$ cat src/rtl/systolic_pkg.sv
// Shared definitions for the systolic matrix-multiply buffer controllers.
//   wb_state_e   : write-back engine state encoding
//   clog2_min1() : address/counter width helper, never returns less than 1
//   buf_addr_w() : per-bank address width of an M x M buffer split over N1 banks
package systolic_pkg;

  typedef enum logic [1:0] {
    S_IDLE  = 2'd0,
    S_RUN   = 2'd1,
    S_DRAIN = 2'd2,
    S_DONE  = 2'd3
  } wb_state_e;

  function automatic int clog2_min1(input int value);
    int w;
    w = (value > 1) ? $clog2(value) : 1;
    return w;
  endfunction

  function automatic int buf_addr_w(input int m, input int n1);
    return clog2_min1((m * m) / n1);
  endfunction

endpackage

$ cat src/rtl/wb_tile_counter.sv
// Two-level result tile position counter.
//   clk_i    : clock
//   rst_i    : synchronous reset, active low
//   clr_i    : return both counters to zero
//   en_i     : advance one beat (col first, slice on col wrap)
//   col_o    : column within the current row slice, 0..M-1
//   slice_o  : row slice index, 0..M/N1-1
//   last_o   : current position is the final beat of the frame
module wb_tile_counter
  import systolic_pkg::*;
#(
  parameter int M       = 8,
  parameter int N1      = 4,
  parameter int COL_W   = clog2_min1(M),
  parameter int SLICE_W = clog2_min1(M / N1)
) (
  input  logic               clk_i,
  input  logic               rst_i,
  input  logic               clr_i,
  input  logic               en_i,
  output logic [COL_W-1:0]   col_o,
  output logic [SLICE_W-1:0] slice_o,
  output logic               last_o
);

  localparam logic [COL_W-1:0]   COL_MAX   = COL_W'(M - 1);
  localparam logic [SLICE_W-1:0] SLICE_MAX = SLICE_W'((M / N1) - 1);

  logic [COL_W-1:0]   col_q, col_d;
  logic [SLICE_W-1:0] slice_q, slice_d;

  always_comb begin
    col_d   = col_q;
    slice_d = slice_q;
    if (clr_i) begin
      col_d   = '0;
      slice_d = '0;
    end else if (en_i) begin
      if (col_q == COL_MAX) begin
        col_d   = '0;
        // Slice wraps too, so the counters sit at zero after the final beat.
        slice_d = (slice_q == SLICE_MAX) ? '0 : slice_q + 1'b1;
      end else begin
        col_d = col_q + 1'b1;
      end
    end
  end

  always_ff @(posedge clk_i) begin
    if (!rst_i) begin
      col_q   <= '0;
      slice_q <= '0;
    end else begin
      col_q   <= col_d;
      slice_q <= slice_d;
    end
  end

  assign col_o   = col_q;
  assign slice_o = slice_q;
  assign last_o  = (col_q == COL_MAX) && (slice_q == SLICE_MAX);

endmodule

$ cat src/rtl/systolic_wb_writer.sv
// Result write-back engine: takes N1-word result beats from the array drain
// and writes them row-slice-major into the banked C buffer through one
// registered output stage.
//   clk_i      : clock
//   rst_i      : synchronous reset, active low
//   start_i    : pulse to begin a frame (honoured only when idle)
//   in_valid_i / in_ready_o / in_data_i : result beat stream
//   wr_valid_o / wr_ready_i / wr_addr_o / wr_data_o : buffer write port
//   busy_o     : frame in progress (RUN or DRAIN)
//   done_o     : one-cycle pulse after the final write is accepted
module systolic_wb_writer
  import systolic_pkg::*;
#(
  parameter  int N1     = 4,
  parameter  int N2     = 4,
  parameter  int M      = 8,
  parameter  int DW     = 16,
  localparam int ADDR_W = buf_addr_w(M, N1)
) (
  input  logic                 clk_i,
  input  logic                 rst_i,
  input  logic                 start_i,
  input  logic                 in_valid_i,
  output logic                 in_ready_o,
  input  logic [N1*DW-1:0]     in_data_i,
  output logic                 wr_valid_o,
  input  logic                 wr_ready_i,
  output logic [ADDR_W-1:0]    wr_addr_o,
  output logic [N1*DW-1:0]     wr_data_o,
  output logic                 busy_o,
  output logic                 done_o
);

  localparam int COL_W   = clog2_min1(M);
  localparam int SLICE_W = clog2_min1(M / N1);

  if (((M % N1) != 0) || ((M % N2) != 0) || (N1 > M)) begin : g_bad_params
    $error("systolic_wb_writer: M must be a multiple of N1 and N2, and N1 <= M");
  end

  wb_state_e state_q, state_d;

  logic                 wr_valid_q;
  logic [ADDR_W-1:0]    wr_addr_q;
  logic [N1*DW-1:0]     wr_data_q;

  logic [COL_W-1:0]     tile_col;
  logic [SLICE_W-1:0]   tile_slice;
  logic                 tile_last;
  logic                 cnt_clr;
  logic                 accept;
  logic [ADDR_W-1:0]    addr_now;

  assign accept   = in_valid_i && in_ready_o;
  assign addr_now = ADDR_W'(tile_slice) * ADDR_W'(M) + ADDR_W'(tile_col);

  wb_tile_counter #(
    .M       (M),
    .N1      (N1),
    .COL_W   (COL_W),
    .SLICE_W (SLICE_W)
  ) u_tile_counter (
    .clk_i   (clk_i),
    .rst_i   (rst_i),
    .clr_i   (cnt_clr),
    .en_i    (accept),
    .col_o   (tile_col),
    .slice_o (tile_slice),
    .last_o  (tile_last)
  );

  always_comb begin
    state_d    = state_q;
    in_ready_o = 1'b0;
    busy_o     = 1'b0;
    done_o     = 1'b0;
    cnt_clr    = 1'b0;
    case (state_q)
      S_IDLE: begin
        if (start_i) begin
          state_d = S_RUN;
          cnt_clr = 1'b1;
        end
      end
      S_RUN: begin
        busy_o     = 1'b1;
        // A beat may enter while the current write leaves in the same cycle.
        in_ready_o = !wr_valid_q || wr_ready_i;
        if (in_valid_i && in_ready_o && tile_last) begin
          state_d = S_DRAIN;
        end
      end
      S_DRAIN: begin
        busy_o = 1'b1;
        if (wr_valid_q && wr_ready_i) begin
          state_d = S_DONE;
        end
      end
      S_DONE: begin
        done_o  = 1'b1;
        state_d = S_IDLE;
      end
      default: state_d = S_IDLE;
    endcase
  end

  always_ff @(posedge clk_i) begin
    if (!rst_i) begin
      state_q    <= S_IDLE;
      wr_valid_q <= 1'b0;
      wr_addr_q  <= '0;
      wr_data_q  <= '0;
    end else begin
      state_q <= state_d;
      if (accept) begin
        wr_valid_q <= 1'b1;
        wr_addr_q  <= addr_now;
        wr_data_q  <= in_data_i;
      end else if (wr_ready_i) begin
        wr_valid_q <= 1'b0;
      end
    end
  end

  assign wr_valid_o = wr_valid_q;
  assign wr_addr_o  = wr_addr_q;
  assign wr_data_o  = wr_data_q;

endmodule

$ cat config.mk
export PLATFORM = sky130hd
export DESIGN_NAME = systolic_wb_writer
export DESIGN_NICKNAME = d
export VERILOG_FILES = /design/src/rtl/systolic_pkg.sv /design/src/rtl/wb_tile_counter.sv /design/src/rtl/systolic_wb_writer.sv
export SDC_FILE = /design/constraint.sdc
export NUM_CORES = 1
export LEC_CHECK = 0
export CORE_ASPECT_RATIO = 0.7
export CORE_MARGIN = 2
export CORE_UTILIZATION = 30
export DETAILED_ROUTE_END_ITERATION = 8
export HOLD_SLACK_MARGIN = 0.08
export PLACE_DENSITY = 0.67
export SLEW_MARGIN = 40
export SYNTH_ARGS = -nofsm -noshare
export SYNTH_HDL_FRONTEND = slang
export SYNTH_HIERARCHICAL = 1
export SYNTH_SLANG_ARGS = --single-unit
$ cat constraint.sdc
create_clock -name clk_i -period 4.4 [get_ports clk_i]
set_clock_uncertainty 0.15 [all_clocks]
set_input_delay 0.66 -clock clk_i [delete_from_list [all_inputs] [get_ports clk_i]]
set_output_delay 0.66 -clock clk_i [all_outputs]
set_load 0.005 [all_outputs]
==> results.ini, run 1 <==
[synth]
synth-xor-area-share = 0
ys_seq_area_frac = 0.509
ys_ff_latch = 75
synth_adder_area_share = 0.0297
synth_area_um2 = 2950
synth_compound_area_frac = 0.189
syn_inst = 338
ys_types = 27
synthMuxAreaShare = 0.0136
synth-simple-area-share = 0.211
syn-num-nets = 414
synth_top_family_by_area = simple AND/OR/NAND/NOR gates
ys_warn_count = 6
syn_area_per_cell_um2 = 8.73

[global_route]
grt_max_degree = 75
track_usage = 0.139
grt_pass1_wl_um = 11600
grt_overflow = 0
antenna_found_initial = 0
grt_pass1_vias = 2539

[routing]
viasPerCell = 4.34
wl_um = 7290
routedWlPerCell_um = 12.1
route.detailed.drc = 0
drtIter0Drc = 124
vias = 2619
drt-pass1-iter-count = 4
antenna_left = 0

[worst_hold_path]
worstHoldPathType = reg -> reg
hold_start = wr_data_o[38]$_SDFFE_PN0P_

[place]
pre_cts_slack_ns = 1.67
io_buffers = 140
place_inst = 587
place.gp.congestion = 0.687
dp_hpwl_um = 4960

[cells_and_area]
finish.utilization = 0.490
most-common-layout-cells = nand2_1 (140), clkdlybuf4s50_1 (139), dfxtp_1 (75)
area_delta_synth_final_pct = 60.3
final_common_cell = nand2_1
stdcell_count = 603
diodes = 0
drive_gt1_frac = 0.0526
nNetsFinal = 546

[cts]
root_buffer = clkbuf_16
path_clk_slew_ns = 0.05
numCtsBuffers = 9
cts_tree = done
clock-sinks = 75
postCtsResizedCells = 0
cts-htree-levels = 3
cts.path.max_buffers = 2
postCtsHoldBufs = 0
postCtsSetupBuffers = 0
clk_latency_ns = 0.32

[critical_path]
required_ns = 3.59
worstSetupStartpoint = wr_ready_i
reg2reg_from = state_q[1]$_SDFFE_PN0P_
critPathCaptureType = primary output
critPathKind = in -> out
worstPathMaxFanout = 4
arrival_ns = 1.92
start_kind = input port

[floorplan]
initial_core_util = 0.306
pin_count = 141
die_area_um2 = 10700
floorplan.rows = 30
die_height_um = 87.0
die_w_um = 123
core_region_area_um2 = 9650

[sta]
relSlewSlack = 0.525
period_minus_slack_ns = 2.73
setup_tns_ns = 0
hold_slack_ns = 0.304
finalSetupViolations = 0
hold_viol = 0
setup_ws_ns = 1.67
tightest_slew_ns = 0.712
period_share = 0.621
fmax_ghz = 0.366
slew_viol_final = 0
rsz0062_at_grt = false

[power]
power_density_nw_per_um2 = 446
leakagePower_nw = 1.67
peakVddDrop_mv = 0.207

[run_status]
status = finished clean

[job]
max_cap_violations = 0

[state kept, by name (all words and copies together), names as in the netlist]
name	count
wr_data_o	64
u_tile_counter/slice_o	1
wr_valid_o	1
state_q	2
wr_addr_o	4
u_tile_counter/col_o	3
[Yosys cell counts]
cell,number,share of area
dfxtp_1,75,0.51
buf_1,1,0.0013
nand3_1,1,0.0017
a21oi_1,1,0.0017
nand2_1,140,0.18
nand2b_1,2,0.0042
or3b_1,1,0.0030
o21ai_0,1,0.0017
inv_1,2,0.0025
a21bo_2,1,0.0034
nand3b_1,1,0.0025
a21boi_0,58,0.15
nand3_4,1,0.0059
a21oi_2,1,0.0030
buf_2,5,0.0085
and2_1,3,0.0064
nand2b_4,1,0.0047
a21boi_1,11,0.028
ha_1,7,0.030
a221o_1,1,0.0034
clkbuf_1,8,0.010
buf_4,5,0.013
buf_6,3,0.011
mux2i_1,4,0.014
nor2_1,2,0.0025
nor2b_1,1,0.0021
inv_2,1,0.0013
[kinds of logic (layout without fill, tap and decap cells)]
logic type	count (synthesis)	in the layout
multiplexers	4	4
adder cells (fa/ha/maj)	7	7
AND/OR/NAND/NOR	153	153
AO/OA/AOI/OAI	74	74
flip-flops	75	75
buffers and inverters	25	162
[layer usage]
layer  vias up  share of wire  track usage
met1      1179           0.46        0.155
met3        11          0.085       0.0648
met4         0          0.016       0.0502
met2        80           0.44        0.235
met5         -              0            0
li1       1349              -            -
[worst max-delay path, cell delays in order]
cell             delay, ns
clkdlybuf4s50_1       0.48
nand2b_4              0.15
and2_1                0.13
clkdlybuf4s50_1       0.51
[area by class of cell]
class,instances,area (um2)
Clock buffer,11,253
Clock inverter,5,75.1
Fill cell,897,4920
Inverter,3,11.3
Multi-Input combinational cell,238,1310
Sequential cell,75,1500
Tap cell,128,160
Timing Repair Buffer,143,1420
[power breakdown]
group	leakage [nW]	switching, W	internal [W]	total [W]
combinational	0.895	0.000233	0.000284	0.000517
clock	0.165	0.000261	0.000524	0.000785
sequential	0.608	0.0000452	0.000761	0.000806
[path summary, 6_finish.rpt]
kind	slack [ns]	depth (start not counted)	endpoint
hold / removal	0.30	2	wr_data_o[38]$_SDFFE_PN0P_
setup reg to reg	2.46	6	wr_data_o[49]$_SDFFE_PN0P_
setup / recovery	1.67	4	in_ready_o
hold reg to reg	0.30	2	wr_data_o[38]$_SDFFE_PN0P_
[through the flow]
| stage | power [W] | area [um2] |
|---|---|---|
| 3_5_place_dp | 0.00135 | 4400 |
| 5_1_grt | 0.00224 | 4730 |
| 3_3_place_gp | 0.00133 | 4400 |
| 2_1_floorplan | 0.00108 | 2950 |
| 6_report | 0.00211 | 4730 |
| 4_1_cts | 0.00215 | 4730 |
Note: power is estimated with default switching activity, not from simulation.
==> run 2, diff against run 1 <==
PLACE_DENSITY = 0.69   (was 0.67)
clock period = 2.5 ns   (was 4.4 ns; I/O delays follow)
==> run 2 against run 1 <==
  * First-iteration DRC count grew 10%
  * Setup slack lost 1.4 ns
  * Largest power group is now the clock network
  * Routed wire length grew 1.4%
  * Clock power grew 87%
  * Design area grew 1.2%
  * Count of clock-buffer cells in the layout is the same
  * Non-clock buffer count grew 1
  * Power grew 81%
  * Critical path depth is the same
  * Critical endpoint unchanged
  * Combinational power grew 79%
  * Flip-flop and latch count is the same
==> results.ini, run 2 (synthesis gave the netlist of run 1 again) <==
[sta]
slew_viol_final = 0  ; unchanged
fmax_ghz = 0.458
tightest_slew_ns = 0.693  ; was 0.712 ns
setup_tns_ns = 0  ; unchanged
relSlewSlack = 0.538  ; was 0.525
period_minus_slack_ns = 2.18
setup_ws_ns = 0.316  ; was 1.67 ns
finalSetupViolations = 0  ; unchanged
period_share = 0.874
rsz0062_at_grt = false  ; unchanged
hold_viol = 0  ; unchanged
hold_slack_ns = 0.307  ; was 0.304 ns

[routing]
viasPerCell = 4.35  ; was 4.34
drt-pass1-iter-count = 4  ; unchanged
route.detailed.drc = 0  ; unchanged
drtIter0Drc = 137  ; was 124
routedWlPerCell_um = 12.2  ; was 12.1 um
vias = 2627  ; was 2,619
wl_um = 7400  ; was 7290 um
antenna_left = 0  ; unchanged

[cells_and_area]
largest_reg_flops = 64  ; unchanged
nNetsFinal = 547  ; was 546
regArea_um2 = 1500  ; unchanged
area_delta_synth_final_pct = 62.3  ; was 60.3%
fin_area_um2 = 4790  ; was 4730 um2
drive_gt1_frac = 0.0525  ; was 0.0526
most-common-layout-cells = nand2_1 (140), clkdlybuf4s50_1 (139), dfxtp_1 (75)  ; unchanged
n_fill_cell = 894  ; was 897
diodes = 0  ; unchanged
final_common_cell = nand2_1  ; unchanged
multiInputGateArea_um2 = 1310  ; unchanged
stdcell_count = 604  ; was 603

[floorplan]
die_w_um = 123  ; unchanged
initial_core_util = 0.306  ; unchanged
die_height_um = 87.0  ; unchanged
pin_count = 141  ; unchanged
core_region_area_um2 = 9650  ; unchanged
die_area_um2 = 10700  ; unchanged
floorplan.rows = 30  ; unchanged

[global_route]
antenna_found_initial = 0  ; unchanged
grt_pass1_wl_um = 12300  ; was 11,600 um
use_met1 = 0.176  ; was 0.155
grt_pass1_vias = 2617  ; was 2,539
grt.busiest_layer = met2  ; unchanged
track_usage = 0.148  ; was 0.139
grt_max_degree = 70  ; was 75
met2_usage = 0.240  ; was 0.235
grt_overflow = 0  ; unchanged
grt_use_met3 = 0.0687  ; was 0.0648

[critical_path]
worst_r2r_path_depth = 6  ; unchanged
critPathKind = reg -> out  ; was in -> out
critPathCaptureType = primary output  ; unchanged
required_ns = 1.98  ; was 3.59 ns
start_kind = register  ; was input port
r2r_slack_ns = 0.52  ; was 2.46 ns
arrival_ns = 1.66  ; was 1.92 ns
worstPathMaxFanout = 4  ; unchanged

[cts]
postCtsResizedCells = 0  ; unchanged
clk_latency_ns = 0.32  ; about the same
postCtsHoldBufs = 0  ; unchanged
clock-sinks = 75  ; unchanged
cts-htree-levels = 3  ; unchanged
path_clk_slew_ns = 0.06  ; was 0.05 ns
cts.path.max_buffers = 2  ; unchanged
cts_tree = done  ; unchanged
numCtsBuffers = 9  ; unchanged
postCtsSetupBuffers = 0  ; unchanged
root_buffer = clkbuf_16  ; unchanged

[job]
max_cap_violations = 0  ; unchanged

[power]
peakVddDrop_mv = 0.455  ; was 0.207 mV
power.share.combinational = 0.242  ; was 0.245
leakagePower_nw = 1.69  ; was 1.67 nW
swShare = 0.251  ; was 0.256
p_sw_w = 0.000958  ; was 0.000539 W
clockPowerShare = 0.385  ; was 0.372
power_density_nw_per_um2 = 797  ; was 446 nW/um2
pwr-share-seq = 0.373  ; was 0.382
p_int_w = 0.00286  ; was 0.00157 W

[place]
io_buffers = 140  ; unchanged
dp_hpwl_um = 5190  ; was 4960 um
place_inst = 588  ; was 587
pre_cts_slack_ns = 0.260  ; was 1.67 ns
place.gp.congestion = 0.691  ; was 0.687
place_area_um2 = 4440  ; was 4400 um2

[run_status]
status = finished clean  ; unchanged

[worst_hold_path]
worstHoldPathType = reg -> reg  ; unchanged
whs_path_depth = 2  ; unchanged

-- run 2: critical path: stages (launching register included) --
cell and delay (ns):
dfxtp_1 0.34, inv_1 0.11, ha_1 0.24, and2_1 0.14, clkdlybuf4s50_1 0.49
-- run 2: power groups by stage --
| stage | Sequential [W] | Combinational (W) | Clock (W) |
|---|---|---|---|
| global route | 0.00144 | 0.00104 | 0.00156 |
| detailed placement | 0.00145 | 0.000941 | 0 |
| global placement | 0.00144 | 0.000930 | 0 |
| finish | 0.00142 | 0.000923 | 0.00147 |
| CTS | 0.00143 | 0.000946 | 0.00152 |
| floorplan | 0.00145 | 0.000450 | 0 |
-- run 2: path summary, 6_finish.rpt --
| check | start | to |
|---|---|---|
| hold / removal | wr_data_o[33]$_SDFFE_PN0P_ | wr_data_o[33]$_SDFFE_PN0P_ |
| setup / recovery | state_q[1]$_SDFFE_PN0P_ | in_ready_o |
| hold reg to reg | wr_data_o[33]$_SDFFE_PN0P_ | wr_data_o[33]$_SDFFE_PN0P_ |
| setup reg to reg | state_q[1]$_SDFFE_PN0P_ | wr_data_o[7]$_SDFFE_PN0P_ |
-- run 2: final cells by class --
type                    instances  area share
flip-flops and latches         75       0.314
repair buffers                144       0.306
multi-input cells             238       0.273
clock buffers                  11      0.0507
well taps                     128      0.0335
clock inverters                 5      0.0209
inverters                       3     0.00235
-- run 2: per-stage QoR --
step / utilization / power [W]
global placement: 0.461 / 0.00237
global route: 0.496 / 0.00404
floorplan: - / 0.00190
CTS: 0.496 / 0.00389
detailed placement: 0.461 / 0.00239
finish: 0.496 / 0.00381
-- run 2: per-layer routing --
metal | up-vias | part of all wire
met5 | - | 0
met2 | 84 | 0.45
met3 | 10 | 0.095
met1 | 1184 | 0.45
met4 | 0 | 0.013
li1 | 1349 | -
